## config.mk

```make
export PLATFORM = sky130hd
export DESIGN_NAME = rvfi_trace_fifo_flat
export DESIGN_NICKNAME = d
export VERILOG_FILES = /design/src/rtl/rvfi_trace_fifo_if.sv /design/src/rtl/rvfi_trace_fifo.sv /design/src/flat_wrapper.sv
export SDC_FILE = /design/constraint.sdc
export NUM_CORES = 1
export LEC_CHECK = 0
export ABC_AREA = 1
export BUFFER_PORTS_ARGS = -buffer_cell sky130_fd_sc_hd__buf_2
export CORE_MARGIN = 2
export CORE_UTILIZATION = 39
export DETAILED_ROUTE_END_ITERATION = 10
export GPL_TIMING_DRIVEN = 0
export SLEW_MARGIN = 20
export SYNTH_ARGS = -nofsm -noshare
export SYNTH_HDL_FRONTEND = slang
export SYNTH_SLANG_ARGS = --single-unit
```

## constraint.sdc

```tcl
create_clock -name clk_i -period 8.8 [get_ports clk_i]
set_clock_uncertainty 0.2 [all_clocks]
set_input_delay 0.88 -clock clk_i [delete_from_list [all_inputs] [get_ports clk_i]]
set_output_delay 0.88 -clock clk_i [all_outputs]
set_load 0.01 [all_outputs]
```

## src/rtl/rvfi_trace_fifo_if.sv

```systemverilog
// Trace word stream between rvfi_trace_fifo and a trace sink.
// master drives valid/data/last, slave drives ready.
interface rvfi_trace_fifo_if;
    logic        valid;
    logic        ready;
    logic [31:0] data;
    logic        last;

    modport master (
        output valid,
        output data,
        output last,
        input  ready
    );

    modport slave (
        input  valid,
        input  data,
        input  last,
        output ready
    );
endinterface

```

## src/rtl/rvfi_trace_fifo.sv

```systemverilog
// Captures one 4-word record per RVFI retirement into a record FIFO and streams
// the words out over trace (valid/ready, last on word 3); also level and drop count.
module rvfi_trace_fifo #(
    parameter int DEPTH = 8,
    parameter int SEQ_W = 16
) (
    input  logic                   clk_i,
    input  logic                   rst_ni,
    input  logic                   trace_en_i,
    input  logic                   flush_i,
    input  logic                   rvfi_valid,
    input  logic [31:0]            rvfi_pc_rdata,
    input  logic [31:0]            rvfi_insn,
    input  logic [4:0]             rvfi_rd_addr,
    input  logic [31:0]            rvfi_rd_wdata,
    input  logic [3:0]             rvfi_mem_rmask,
    input  logic [3:0]             rvfi_mem_wmask,
    rvfi_trace_fifo_if.master      trace,
    output logic [$clog2(DEPTH):0] fifo_level_o,
    output logic [15:0]            drop_cnt_o
);

    localparam int AW = $clog2(DEPTH);
    localparam int LW = AW + 1;

    typedef enum logic {IDLE, SEND} state_t;

    state_t           state;
    state_t           nxt_state;
    logic [3:0][31:0] mem [DEPTH];
    logic [AW-1:0]    wptr;
    logic [AW-1:0]    rptr;
    logic [LW-1:0]    level;
    logic [LW-1:0]    nxt_level;
    logic [1:0]       idx;
    logic [SEQ_W-1:0] seq;
    logic             lost;
    logic [15:0]      drops;
    logic             qual;
    logic             full;
    logic             push;
    logic             drop;
    logic             beat;
    logic             pop;
    logic [31:0]      w3;

    assign qual = rvfi_valid & trace_en_i;
    // Full is judged on the registered level, so a same-cycle pop frees nothing.
    assign full = (level == LW'(DEPTH));
    assign push = qual & ~full & ~flush_i;
    assign drop = qual & full & ~flush_i;
    assign beat = (state == SEND) & trace.ready & ~flush_i;
    assign pop  = beat & (idx == 2'd3);

    assign nxt_level = level + LW'(push) - LW'(pop);

    assign w3 = {seq[15:0], lost, 2'b00, rvfi_rd_addr,
                 rvfi_mem_wmask, rvfi_mem_rmask};

    always_ff @(posedge clk_i) begin
        if (push) begin
            mem[wptr] <= {w3, rvfi_rd_wdata, rvfi_insn, rvfi_pc_rdata};
        end
    end

    always_ff @(posedge clk_i or negedge rst_ni) begin
        if (!rst_ni) begin
            wptr  <= '0;
            rptr  <= '0;
            level <= '0;
            idx   <= '0;
            seq   <= '0;
            lost  <= 1'b0;
            drops <= '0;
        end else begin
            if (qual) begin
                seq <= seq + 1'b1;
            end
            if (flush_i) begin
                wptr  <= '0;
                rptr  <= '0;
                level <= '0;
                idx   <= '0;
                lost  <= 1'b0;
            end else begin
                level <= nxt_level;
                if (push) begin
                    wptr <= wptr + 1'b1;
                end
                if (pop) begin
                    rptr <= rptr + 1'b1;
                end
                // idx wraps 3 -> 0 exactly when the record pops
                if (beat) begin
                    idx <= idx + 1'b1;
                end
                if (drop) begin
                    lost <= 1'b1;
                    if (drops != 16'hFFFF) begin
                        drops <= drops + 1'b1;
                    end
                end else if (push) begin
                    lost <= 1'b0;
                end
            end
        end
    end

    always_ff @(posedge clk_i or negedge rst_ni) begin
        if (!rst_ni) begin
            state <= IDLE;
        end else begin
            state <= nxt_state;
        end
    end

    // Looking at the post-update level lets a push raise valid on the very
    // next cycle and keeps back-to-back records gap-free.
    always_comb begin
        nxt_state = state;
        unique case (state)
            IDLE: if (!flush_i && nxt_level != '0) nxt_state = SEND;
            SEND: if (flush_i || nxt_level == '0) nxt_state = IDLE;
        endcase
    end

    always_comb begin
        trace.valid = 1'b0;
        trace.data  = '0;
        trace.last  = 1'b0;
        if (state == SEND) begin
            trace.valid = 1'b1;
            trace.data  = mem[rptr][idx];
            trace.last  = (idx == 2'd3);
        end
    end

    assign fifo_level_o = level;
    assign drop_cnt_o   = drops;

endmodule
```

## src/flat_wrapper.sv

```systemverilog
// flat-port wrapper written by rule: the top's interface ports become plain ports
module rvfi_trace_fifo_flat 
#(
    parameter int DEPTH = 8,
    parameter int SEQ_W = 16
)
  (clk_i, rst_ni, trace_en_i, flush_i, rvfi_valid, rvfi_pc_rdata, rvfi_insn, rvfi_rd_addr, rvfi_rd_wdata, rvfi_mem_rmask, rvfi_mem_wmask, fifo_level_o, drop_cnt_o, trace_valid, trace_data, trace_last, trace_ready);
  rvfi_trace_fifo_if trace_i ();
  input  logic clk_i;
  input  logic rst_ni;
  input  logic trace_en_i;
  input  logic flush_i;
  input  logic rvfi_valid;
  input  logic [31:0] rvfi_pc_rdata;
  input  logic [31:0] rvfi_insn;
  input  logic [4:0] rvfi_rd_addr;
  input  logic [31:0] rvfi_rd_wdata;
  input  logic [3:0] rvfi_mem_rmask;
  input  logic [3:0] rvfi_mem_wmask;
  output logic [$clog2(DEPTH):0] fifo_level_o;
  output logic [15:0] drop_cnt_o;
  output wire logic [$bits(trace_i.valid)-1:0] trace_valid;
  output wire logic [$bits(trace_i.data)-1:0] trace_data;
  output wire logic [$bits(trace_i.last)-1:0] trace_last;
  input wire logic [$bits(trace_i.ready)-1:0] trace_ready;
  assign trace_valid = trace_i.valid;
  assign trace_data = trace_i.data;
  assign trace_last = trace_i.last;
  assign trace_i.ready = trace_ready;
  rvfi_trace_fifo #(.DEPTH(DEPTH), .SEQ_W(SEQ_W)) u_core (.clk_i(clk_i), .rst_ni(rst_ni), .trace_en_i(trace_en_i), .flush_i(flush_i), .rvfi_valid(rvfi_valid), .rvfi_pc_rdata(rvfi_pc_rdata), .rvfi_insn(rvfi_insn), .rvfi_rd_addr(rvfi_rd_addr), .rvfi_rd_wdata(rvfi_rd_wdata), .rvfi_mem_rmask(rvfi_mem_rmask), .rvfi_mem_wmask(rvfi_mem_wmask), .trace(trace_i), .fifo_level_o(fifo_level_o), .drop_cnt_o(drop_cnt_o));
endmodule
```

# Word-level counts from Yosys, hierarchy flattened
# Memories as Yosys holds them, arrays and structs flattened.
# Cells that the tools add are included.
# op_classes
addsub,7
n_lt_le_gt_ge,1
eq_ne,3
mux,20
bitwise,11
n_reduce_logical,10
# op_table
cell,n
32-bit binary-select mux with 2-bit select,1
32-bit two-way mux,2
16-bit by 1-bit adder with 16-bit output (second input constant),2
16-bit != test (second input constant),1
3-bit two-way mux,4
1-bit two-way mux,9
1-bit bitwise AND,8
3-bit by 1-bit adder with 3-bit output (second input constant),2
2-bit nonzero test,3
4-bit by 1-bit adder with 4-bit output,1
4-bit == test (second input constant),1
4-bit logical NOT,1
2-bit two-way mux,2
4-bit two-way mux,1
4-bit nonzero test,1
4-bit by 1-bit subtractor with 4-bit output,1
2-bit by 3-bit less-than comparator with 1-bit output (second input constant),1
1-bit inverter,3
3-bit AND reduction,1
3-bit nonzero test,1
2-bit by 1-bit adder with 2-bit output (second input constant),1
2-bit == test (second input constant),1
1-bit one-hot mux with 2 select lines,1
1-bit logical AND,1
2 further kinds,2
# totals
regBits,46
mem_bits_rw,1008
input_bits,115
output_inout_bits,54
wordCells,61
mem_count,1
# mem_list
memory,words,word_bits,read_ports,rd_ports_with_merged_regs,write_ports,line,text
u_core.mem,8,126,1,0,1,rvfi_trace_fifo.sv:30,logic [3:0][31:0] mem [DEPTH];

# Longest topological paths before layout
# logic_depth
word_depth,10
ltp_mapped,13
depth_no_buf,13

# Least setup slack after synthesis
# Ideal clock, no wire load.
# synth_timing
kind,input port to flip-flop
startpoint,input rvfi_valid
endpoint,"memory u_core.mem[0][0] (netlist name), enable pin"
setup_ns,0.613
arrival_ns,6.720
required_time_ns,7.987
setup_slack_ns,1.267
path_stages,8
path_buffers,0
cell_sequence,nand2_1 -> inv_1 -> nand2_1 -> inv_1 -> nand2_1 -> inv_1 -> nand2_1 -> nor2_1
# synth_between
elab_chain_cells,5
# synth_rtl
item,line,text
start: declaration,flat_wrapper.sv:13,input logic rvfi_valid;
1-bit bitwise AND,rvfi_trace_fifo.sv:47,assign qual = rvfi_valid & trace_en_i;
1-bit bitwise AND (2 in a row),rvfi_trace_fifo.sv:50,assign push = qual & ~full & ~flush_i;
1-bit two-way mux,rvfi_trace_fifo.sv:61,if (push) begin
1-bit two-way mux (implied by the code),rvfi_trace_fifo.sv:62,"mem[wptr] <= {w3, rvfi_rd_wdata, rvfi_insn, rvfi_pc_rdata};"
end: declaration,rvfi_trace_fifo.sv:30,
# Every way passes these cells.

# Worst setup path in the final report
# layout_timing
startpoint,register u_core.rptr[2]
endpoint,output trace_data[23]
# layout_between
elab_chain_cells,4
# layout_rtl
item,line,text
start: declaration,rvfi_trace_fifo.sv:32,logic [AW-1:0] rptr;
start signal: assignment,rvfi_trace_fifo.sv:91,rptr <= rptr + 1'b1;
memory 8 x 126 bit,n/a,
32-bit binary-select mux with 2-bit select,rvfi_trace_fifo.sv:133,trace.data = mem[rptr][idx];
32-bit two-way mux (implied by the code),rvfi_trace_fifo.sv:133,
32-bit two-way mux,rvfi_trace_fifo.sv:131,if (state == SEND) begin
end: declaration,flat_wrapper.sv:23,output wire logic [$bits(trace_i.data)-1:0] trace_data;
# Every way passes these cells. The select of a mux whose other input is x is not followed.

==> flow_summary.ini <==
[run_status]
outcome = finished clean

[placed_design]
dpl_cell_area_mm2 = 0.0477
io_buffer_count = 167
dp_hpwl_um = 90100
gp_congestion = 0.852

[cells_and_area]
drive_gt1_share_pct = 12.9
ff_latch_area_mm2 = 0.0314
most-common-layout-cells = nand2_1, edfxtp_1, nand3_1
multi_input_area_mm2 = 0.0102
layout_commonest_cell = nand2_1
final_util_pct = 46.2
layout.nets = 4300
nFillCells = 10000
area_growth_pct = 17.3
final_area_mm2 = 0.0512

[clocking]
clock_sinks = 1054
cts-resized-gates = 0
htree_levels = 3
cts_made_buffers = 108
clock_path_buffers = 3
cts_tree = done
root_buffer = clkbuf_16
insertion_delay_ns = 0.68
cts_hold_buf = 0
post_cts_buffers = 0
clkTransAtPathRegs_ns = 0.06

[floorplanning]
die-height_um = 339
rows = 122
dieArea_mm2 = 0.115
start_util_pct = 39.4
io_pins = 169
core_area_mm2 = 0.111
dieWidth_um = 339

[drt]
vias_per_cell = 5.24
drc = 0
drt-wirelength-per-cell_um = 23.2
via_count = 30200
routed_wirelength_um = 134000
ant_nets = 0
firstDrtPassIters = 6
dr.first_iter.drc_count = 3427

[global_routing]
grt_max_degree = 47
grt_usage_pct = 22.8
grt_pass1_vias = 28300
antenna_found_initial = 23
grt_remaining_overflow = 0
grt_pass1_wl_um = 192000

[pwr]
p_leak_nw = 19.6
fin_total_pwr_mw = 10.7
ir_drop_mv = 0.141
p_per_area_mw_per_mm2 = 208

[worst_setup_path]
start_kind = flip-flop
reg2reg_depth = 13
worstPathRequired_ns = 7.72
end_kind = output port
arrival_ns = 3.84
critPathKind = reg -> out
critPathMaxFanout = 10

[synth]
synth-seq-cells = 1054
ys_types = 34
synth.area.top_cells = edfxtp_1, nand2_1, nand3_1, dfrtp_1, inv_1
synth_top_family_by_area = simple AND/OR/NAND/NOR gates
synth_xor_area_share_pct = 0.602
synthSimpleGateAreaFrac_pct = 20.9
synth_top_area_share_pct = 69.4
synth.area.mux_share_pct = 0
avgSynthCellArea_um2 = 11.4
synthAdderAreaFrac_pct = 0.333
syn_inst = 3840
syn_area_mm2 = 0.0436
synth_compound_area_share_pct = 1.52
synth_fp_nets = 3966
ys_seq_area_share_pct = 72.0
synth_area_leader_cell = edfxtp_1
yosys_warnings = 0

[timing]
hold_viol_final = 0
finalCritPeriodShare_pct = 55.9
period_needed_ns = 4.92
tightest_slew_ns = 1.05
slew-limit-headroom_pct = 29.7
rsz0062_at_grt = no
finalSetupViolations = 0
max_freq_mhz = 203
drv_slew = 0
hold_slack_ns = 0.0105

[flow_run]
maxCapViolations = 0

[hold_path]
min_path_type = in -> async
-- routing by layer --
metal | track usage [%] | up-vias | wire length (um)
met3 | 4.14 | 261 | 11500
met1 | 30.3 | 14700 | 53800
li1 | - | 13800 | -
met2 | 36.2 | 1391 | 62300
met4 | 10.7 | 20 | 5940
met5 | 0 | - | 133
-- worst paths after layout --
check | start | to | slack, ns
min in group clk_i | rvfi_mem_rmask[3] | u_core.mem[1][99] | 0.25
min | rst_ni | u_core.drop_cnt_o[10] | 0.01
max reg2reg | u_core.state | u_core.state | 5.32
max in group asynchronous | rst_ni | u_core.rptr[1] | 7.93
min reg2reg | u_core.drop_cnt_o[0] | u_core.drop_cnt_o[0] | 0.36
max | u_core.rptr[2] | trace_data[23] | 3.88
-- synthesized netlist by cell type --
master	count
a21o_1	1
a21oi_1	9
a21oi_2	2
a31oi_1	1
buf_1	18
buf_2	109
buf_4	25
buf_6	22
clkbuf_1	43
clkbuf_2	2
clkinv_1	1
dfrtp_1	46
edfxtp_1	1008
fa_1	1
ha_1	10
inv_1	217
inv_2	3
nand2_1	1322
nand3_1	684
nand3b_1	3
nand4_1	2
nor2_1	152
nor2_2	2
nor3_1	12
nor3_2	2
nor4_1	1
nor4_2	1
o211ai_1	4
o21a_1	1
o21ai_0	78
o21ai_1	13
o22ai_1	15
xnor2_1	5
xor2_1	25
-- cells by family after synthesis --
| logic type | Yosys count |
|---|---|
| AND/OR/NAND/NOR | 2181 |
| flip-flops | 1054 |
| buffers and inverters | 440 |
| AO/OA/AOI/OAI | 124 |
| XOR/XNOR | 30 |
| adder cells (fa/ha/maj) | 11 |
-- cell type report --
class	count	area share [%]
clock buffers	140	5.64
inverters	221	1.62
well taps	1488	3.64
clock inverters	62	1.06
flip-flops and latches	1054	61.4
multi-input cells	2346	20.0
diodes	9	0.0440
repair buffers	224	4.25
plain buffers	219	2.38
-- state kept, by name, indices dropped and copies added, names as in the netlist --
name                 cells
u_core.idx               2
u_core.lost              1
u_core.wptr              3
u_core.drop_cnt_o       16
u_core.rptr              3
u_core.seq              16
u_core.mem            1008
u_core.fifo_level_o      4
u_core.state             1
-- stage by stage --
| step | std cells | TNS (ns) | worst slack (ns) |
|---|---|---|---|
| floorplan | 3840 | 0 | 1.27 |
| global placement | 5495 | -4673.97 | -4.79 |
| detailed placement | 5552 | 0 | 4.64 |
| CTS | 5754 | 0 | 3.89 |
| global route | 5761 | 0 | 3.77 |
| finish | 5763 | 0 | 3.88 |
-- where the power goes --
group,total (mW),internal [mW],switching [mW]
logic,0.515,0.154,0.361
clock network,4.49,2.57,1.91
registers,5.67,5.59,0.0730
-- critical path: stages (launching register included) --
cell and delay (ns):
dfrtp_1 0.35, buf_2 0.38, buf_4 0.30, clkbuf_1 0.71, nand3_1 0.16, a21oi_1 0.51
nor2_1 0.15, nor2_1 0.37, buf_2 0.22
Note: power is estimated with default switching activity, not from simulation.
